<file path="src/rtl/phase_pkg.sv">
// Shared definitions for the stochastic-bitstream phase shifter.
// rotr() is the single reference for circular right rotation; the RTL
// barrel levels and the bench model both call it.
package phase_pkg;

    // Width of the phase index k (rotate amount 0..3).
    localparam int PHASE_W = 2;

    // Widest stream word rotr() can handle; narrower words are zero-extended
    // into this container and rotated within their own width.
    localparam int ROT_MAX_W = 256;
    localparam int ROT_IDX_W = $clog2(ROT_MAX_W);

    typedef logic [ROT_MAX_W-1:0] rot_word_t;

    // Rotate the low w bits of v right by sh positions: r[i] = v[(i+sh) mod w].
    // Bits at and above w come back as zero. w defaults to the 64-bit stream.
    // With constant sh and w the loop folds to pure wiring.
    function automatic rot_word_t rotr(input rot_word_t v, input int unsigned sh,
                                       input int unsigned w = 64);
        rot_word_t             r;
        logic [ROT_IDX_W-1:0]  src;
        r = '0;
        for (int unsigned i = 0; i < ROT_MAX_W; i++) begin
            if (i < w) begin
                src  = ROT_IDX_W'((i + sh) % w);
                r[i] = v[src];
            end
        end
        return r;
    endfunction

endpackage

</file>
<file path="src/rtl/phase_rotr.sv">
// Combinational two-level barrel rotator: level g rotates right by 2**g
// when k[g] is set, so the two levels together rotate by k (0..3).
module phase_rotr
    import phase_pkg::*;
#(
    parameter int BITSTREAM = 64
) (
    input  logic [PHASE_W-1:0]   k,
    input  logic [BITSTREAM-1:0] in_bits,
    output logic [BITSTREAM-1:0] out_bits
);

    if (BITSTREAM > ROT_MAX_W) begin : g_bad_width
        $error("phase_rotr: BITSTREAM (%0d) exceeds rotr container (%0d)", BITSTREAM, ROT_MAX_W);
    end

    // lvl[0] is the raw word, lvl[g+1] is the word after barrel level g.
    logic [BITSTREAM-1:0] lvl [PHASE_W+1];

    assign lvl[0] = in_bits;

    // One conditional fixed-distance rotate per bit of k.
    for (genvar g = 0; g < PHASE_W; g++) begin : g_level
        localparam int unsigned SH = 1 << g;
        assign lvl[g+1] = k[g] ? BITSTREAM'(rotr(rot_word_t'(lvl[g]), SH, BITSTREAM))
                               : lvl[g];
    end

    assign out_bits = lvl[PHASE_W];

endmodule

</file>
<file path="src/rtl/phase_2b.sv">
// Registered phase-shift stage for unipolar stochastic bitstreams.
// Each accepted word is rotated right by k and presented one cycle later;
// rotation preserves popcount, so the stream value is unchanged.
module phase_2b
    import phase_pkg::*;
#(
    parameter int BITSTREAM = 64
) (
    input  logic                 clk,
    input  logic                 rst,
    input  logic                 in_valid,
    input  logic [PHASE_W-1:0]   k,
    input  logic [BITSTREAM-1:0] in_bits,
    output logic                 out_valid,
    output logic [BITSTREAM-1:0] out_bits
);

    if (BITSTREAM < 4) begin : g_bad_width
        $error("phase_2b: BITSTREAM (%0d) must be at least 4", BITSTREAM);
    end

    logic [BITSTREAM-1:0] rot_bits;

    phase_rotr #(
        .BITSTREAM (BITSTREAM)
    ) u_rotr (
        .k        (k),
        .in_bits  (in_bits),
        .out_bits (rot_bits)
    );

    // Valid follows the accept strobe by exactly one cycle.
    always_ff @(posedge clk or posedge rst) begin
        if (rst) out_valid <= 1'b0;
        else     out_valid <= in_valid;
    end

    // Load only on accept so idle-cycle (possibly X) inputs never reach the output.
    always_ff @(posedge clk or posedge rst) begin
        if (rst)           out_bits <= '0;
        else if (in_valid) out_bits <= rot_bits;
    end

endmodule

</file>
<file path="config.mk">
export PLATFORM = sky130hd
export DESIGN_NAME = phase_2b
export DESIGN_NICKNAME = d
export VERILOG_FILES = /design/src/rtl/phase_pkg.sv /design/src/rtl/phase_rotr.sv /design/src/rtl/phase_2b.sv
export SDC_FILE = /design/constraint.sdc
export NUM_CORES = 1
export LEC_CHECK = 0
export ABC_AREA = 1
export BUFFER_PORTS_ARGS = -buffer_cell sky130_fd_sc_hd__buf_2
export CORE_AREA = 2 2 114 116
export CTS_CLUSTER_DIAMETER = 150
export DETAILED_ROUTE_END_ITERATION = 12
export DIE_AREA = 0 0 116 118
export GPL_TIMING_DRIVEN = 0
export PLACE_DENSITY = 0.6
export SLEW_MARGIN = 20
export SYNTH_ARGS = -nofsm -noshare
export SYNTH_HDL_FRONTEND = slang
export SYNTH_SLANG_ARGS = --single-unit
</file>
<file path="constraint.sdc">
create_clock -name clk -period 2.4 [get_ports clk]
set_input_delay 0.24 -clock clk [delete_from_list [all_inputs] [get_ports clk]]
set_output_delay 0.24 -clock clk [all_outputs]
set_load 0.02 [all_outputs]
</file>
# After elaboration in Yosys (flattened, before gate mapping)
# Cells that the tools add are included.
# op_classes
add_sub_neg,0
multipliers,0
div,0
order_cmp,0
n_eq_ne,0
n_shift,0
mux,2
bitwise,0
n_reduce_logical,0
# op_table
cell,count
64-bit two-way mux,2
# word_totals
reg_bits,65
latch_bits,0
ram_bits,0
mem_bits_ro,0
out_inout_bits,65
wordCells,4
n_memories,0

# Longest topological paths before layout
# logic_depth
ltp_word,2
depth_mapped,6
ltp_nobuf,5

# Modules after synthesis
# From an unflattened synthesis, not the netlist that was laid out.
# hier_totals
cells_unflattened,684
area_unflattened_um2,4269.1
# modules_own_cells
mod,n_inst,cells_each,area_per_inst_um2,seq_area_each_um2
phase_2b,1,272,2474.9,1626.6
phase_rotr,1,412,1794.2,0.0

# Worst setup path before layout
# Ideal clock, no wire load.
# synth_timing
path_kind,in2reg
start,input port k[0]
end,register out_bits[10]
arrival_ns,0.797
required_time_ns,2.283
slack_ns,1.486
cell_stages,6
path_cell_list,buf_4 > clkbuf_8 > nand2_1 > nand3_1 > nand3_1 > nand2_1
# synth_between
elab_chain_len,2
# synth_lines
item,line,rtl
"start, declared",phase_2b.sv:12,"input logic [PHASE_W-1:0] k,"
64-bit two-way mux (2 in series),phase_rotr.sv:25,"assign lvl[g+1] = k[g] ? BITSTREAM'(rotr(rot_word_t'(lvl[g]), SH, BITSTREAM))"
"end signal, assigned",phase_2b.sv:41,else if (in_valid) out_bits <= rot_bits;
"end, declared",phase_2b.sv:15,output logic [BITSTREAM-1:0] out_bits
# Every way passes these cells.
# A chain may end at the register's enable or synchronous reset.

# Worst setup path in the final report
# layout_timing
start,register out_bits[21]
end,output port out_bits[21]
# No word-level cell between the ends.

==> out/qor.csv <==
metric,value,unit
status,"finished, final reports clean",
final_cell_mix,"nand2_1, nand3_1, buf_2, dfrtp_1",
ir_drop,0.3105,mV
hpwl,9.591,mm
synthToLayoutAreaGrowth,32.00,%
cp-end-kind,output port,
cts_resized,0,
layout-drive-gt1-share,0.2645,
clockBufferDepth,2,
first_pass_iters,5,
relSlewSlack,0.7036,
syn_area,0.003812,mm2
clock_latency,0.33,ns
critical_path_class,flop to output port,
n_antenna_cell,0,
crit_family,flip-flops,
initial_utilization,0.3071,
rows,41,
cp.arrival,0.89,ns
yosysUniqueCellTypes,10,
worst_slew_pin_slew,0.4446,ns
fin_ws,1.265,ns
fmax,881.2,MHz
syn_area_per_cell,6.857,um2
startpoint_type,flop,
core_area,0.01241,mm2
slew_violations,0,
design_area,0.005032,mm2
overflow,0,
synth_cells,556,
numClockSinks,65,
skew,0,ns
power.density,693.7,mW/mm2
p_leak,2.761,nW
path_max_fanout,2,
place.port_buffers,133,
syn_nets,625,
post-cts-setup-buffer-count,0,
finalHoldViolCount,0,
cts-buffers-inserted,9,
antenna_found_initial,0,
ant_nets,0,
grt_max_degree,34,
fill_cells,1327,
cp_slowest_stage_delay,0.40,ns
dpl_cell_area,0.004716,mm2
grt_use_met1,0.2547,
grt_pass1_vias,4194,
holdWs,0.07880,ns
yosysSeqAreaShare,0.4266,
drc,0,
finalSetupViolCount,0,
dpl.cell_count,862,
gp_congestion,0.8641,
min_path_type,primary input to flop,
viasPerCell,4.987,
cts_tree,done,
grt_use_total,0.1911,
stdcell_count,879,
drt_iter0_markers,336,
cp_slowest_cell,dfrtp_1,
ys_warn_count,0,
maxCapViolCount,0,
dieArea,0.01369,mm2
use_met2,0.3015,
die_h,118,um
die_w,116,um
grt_setup_unrepaired,false,
critPathBufInv,1,
pin_count,134,
worstPathRequired,2.16,ns
min_period,1.135,ns
cp_cell_sequence,buf_2,
grt.busiest_layer,met2,
synth_seq_cells,65,
period_share,0.4728,
nNetsFinal,771,
clock-root-buffer,clkbuf_16,
htreeDepth,3,
wl,12.80,mm
cts.reportedPaths.clkPinSlew,0.06,ns
grt_pass1_wl,20.60,mm
drt-wirelength-per-cell,14.56,um
vias,4384,
final_common_cell,nand2_1,
pre_cts_ws,1.112,ns
use_met3,0.05407,
through the flow:
step	utilization	setup TNS (ns)	power, W
detailed placement	0.3799	0	0.002166
floorplan	-	0	0.001840
global route	0.4054	0	0.003672
global placement	0.3780	-16.05	0.002148
finish	0.4054	0	0.003491
CTS	0.4054	0	0.003526
path summary, 6_finish.rpt:
check | depth (start not counted) | start | slack (ns) | end
worst max-delay path | 1 | out_bits[21] | 1.27 | out_bits[21]
worst min-delay path | 1 | in_valid | 0.08 | out_valid
worst max register to register | 2 | out_bits[21] | 1.77 | out_bits[21]
worst min register to register | 2 | out_bits[49] | 0.47 | out_bits[49]
max in group asynchronous | 4 | rst | 1.39 | out_bits[27]
min in group asynchronous | 3 | rst | 0.48 | out_bits[50]
registers in the layout, indices dropped and copies added, names as in the netlist:
name and flops:
out_bits 64, out_valid 1
cells by family (layout without fill, tap and decap cells):
| logic type | count (synthesis) | after routing | share of synthesized area |
|---|---|---|---|
| DFF | 65 | 65 | 0.4266 |
| buffers and inverters | 43 | 194 | 0.06924 |
| and+or+nand+nor | 448 | 448 | 0.5041 |
power by group:
group | switching, W | internal [W]
registers | 0.0000671 | 0.00122
clock network | 0.000514 | 0.000834
logic | 0.000557 | 0.000295
total | 0.00114 | 0.00235
routing by layer:
layer | routed length (um) | vias up | part of all wire
met5 | 0 | - | 0
li1 | - | 2135 | -
met2 | 6051 | 208 | 0.47
met4 | 96 | 0 | 0.0075
met1 | 5588 | 2033 | 0.44
met3 | 1062 | 8 | 0.083
repair_timing:
action,4_1_cts,5_1_grt
hold buffers,1,0
endpoints found under the setup margin,0,0
endpoints found under the hold margin,32,0
synthesized netlist by cell type:
library cell | n | area share
buf_4 | 9 | 0.018
buf_2 | 19 | 0.025
inv_1 | 1 | 0.00098
buf_6 | 2 | 0.0059
clkbuf_1 | 6 | 0.0059
inv_2 | 3 | 0.0030
nand2_1 | 256 | 0.25
clkbuf_8 | 3 | 0.011
dfrtp_1 | 65 | 0.43
nand3_1 | 192 | 0.25
final cells by class:
| class | count | area, um2 | share of cell area |
|---|---|---|---|
| Sequential cell | 65 | 1627 | 0.3232 |
| Clock buffer | 10 | 239.0 | 0.04749 |
| Multi-Input combinational cell | 448 | 1922 | 0.3819 |
| Buffer | 39 | 249.0 | 0.04948 |
| Clock inverter | 6 | 67.56 | 0.01343 |
| Tap cell | 172 | 215.2 | 0.04276 |
| Timing Repair Buffer | 135 | 695.7 | 0.1382 |
| Inverter | 4 | 17.52 | 0.003481 |
Power figures use the tool's default switching activity.
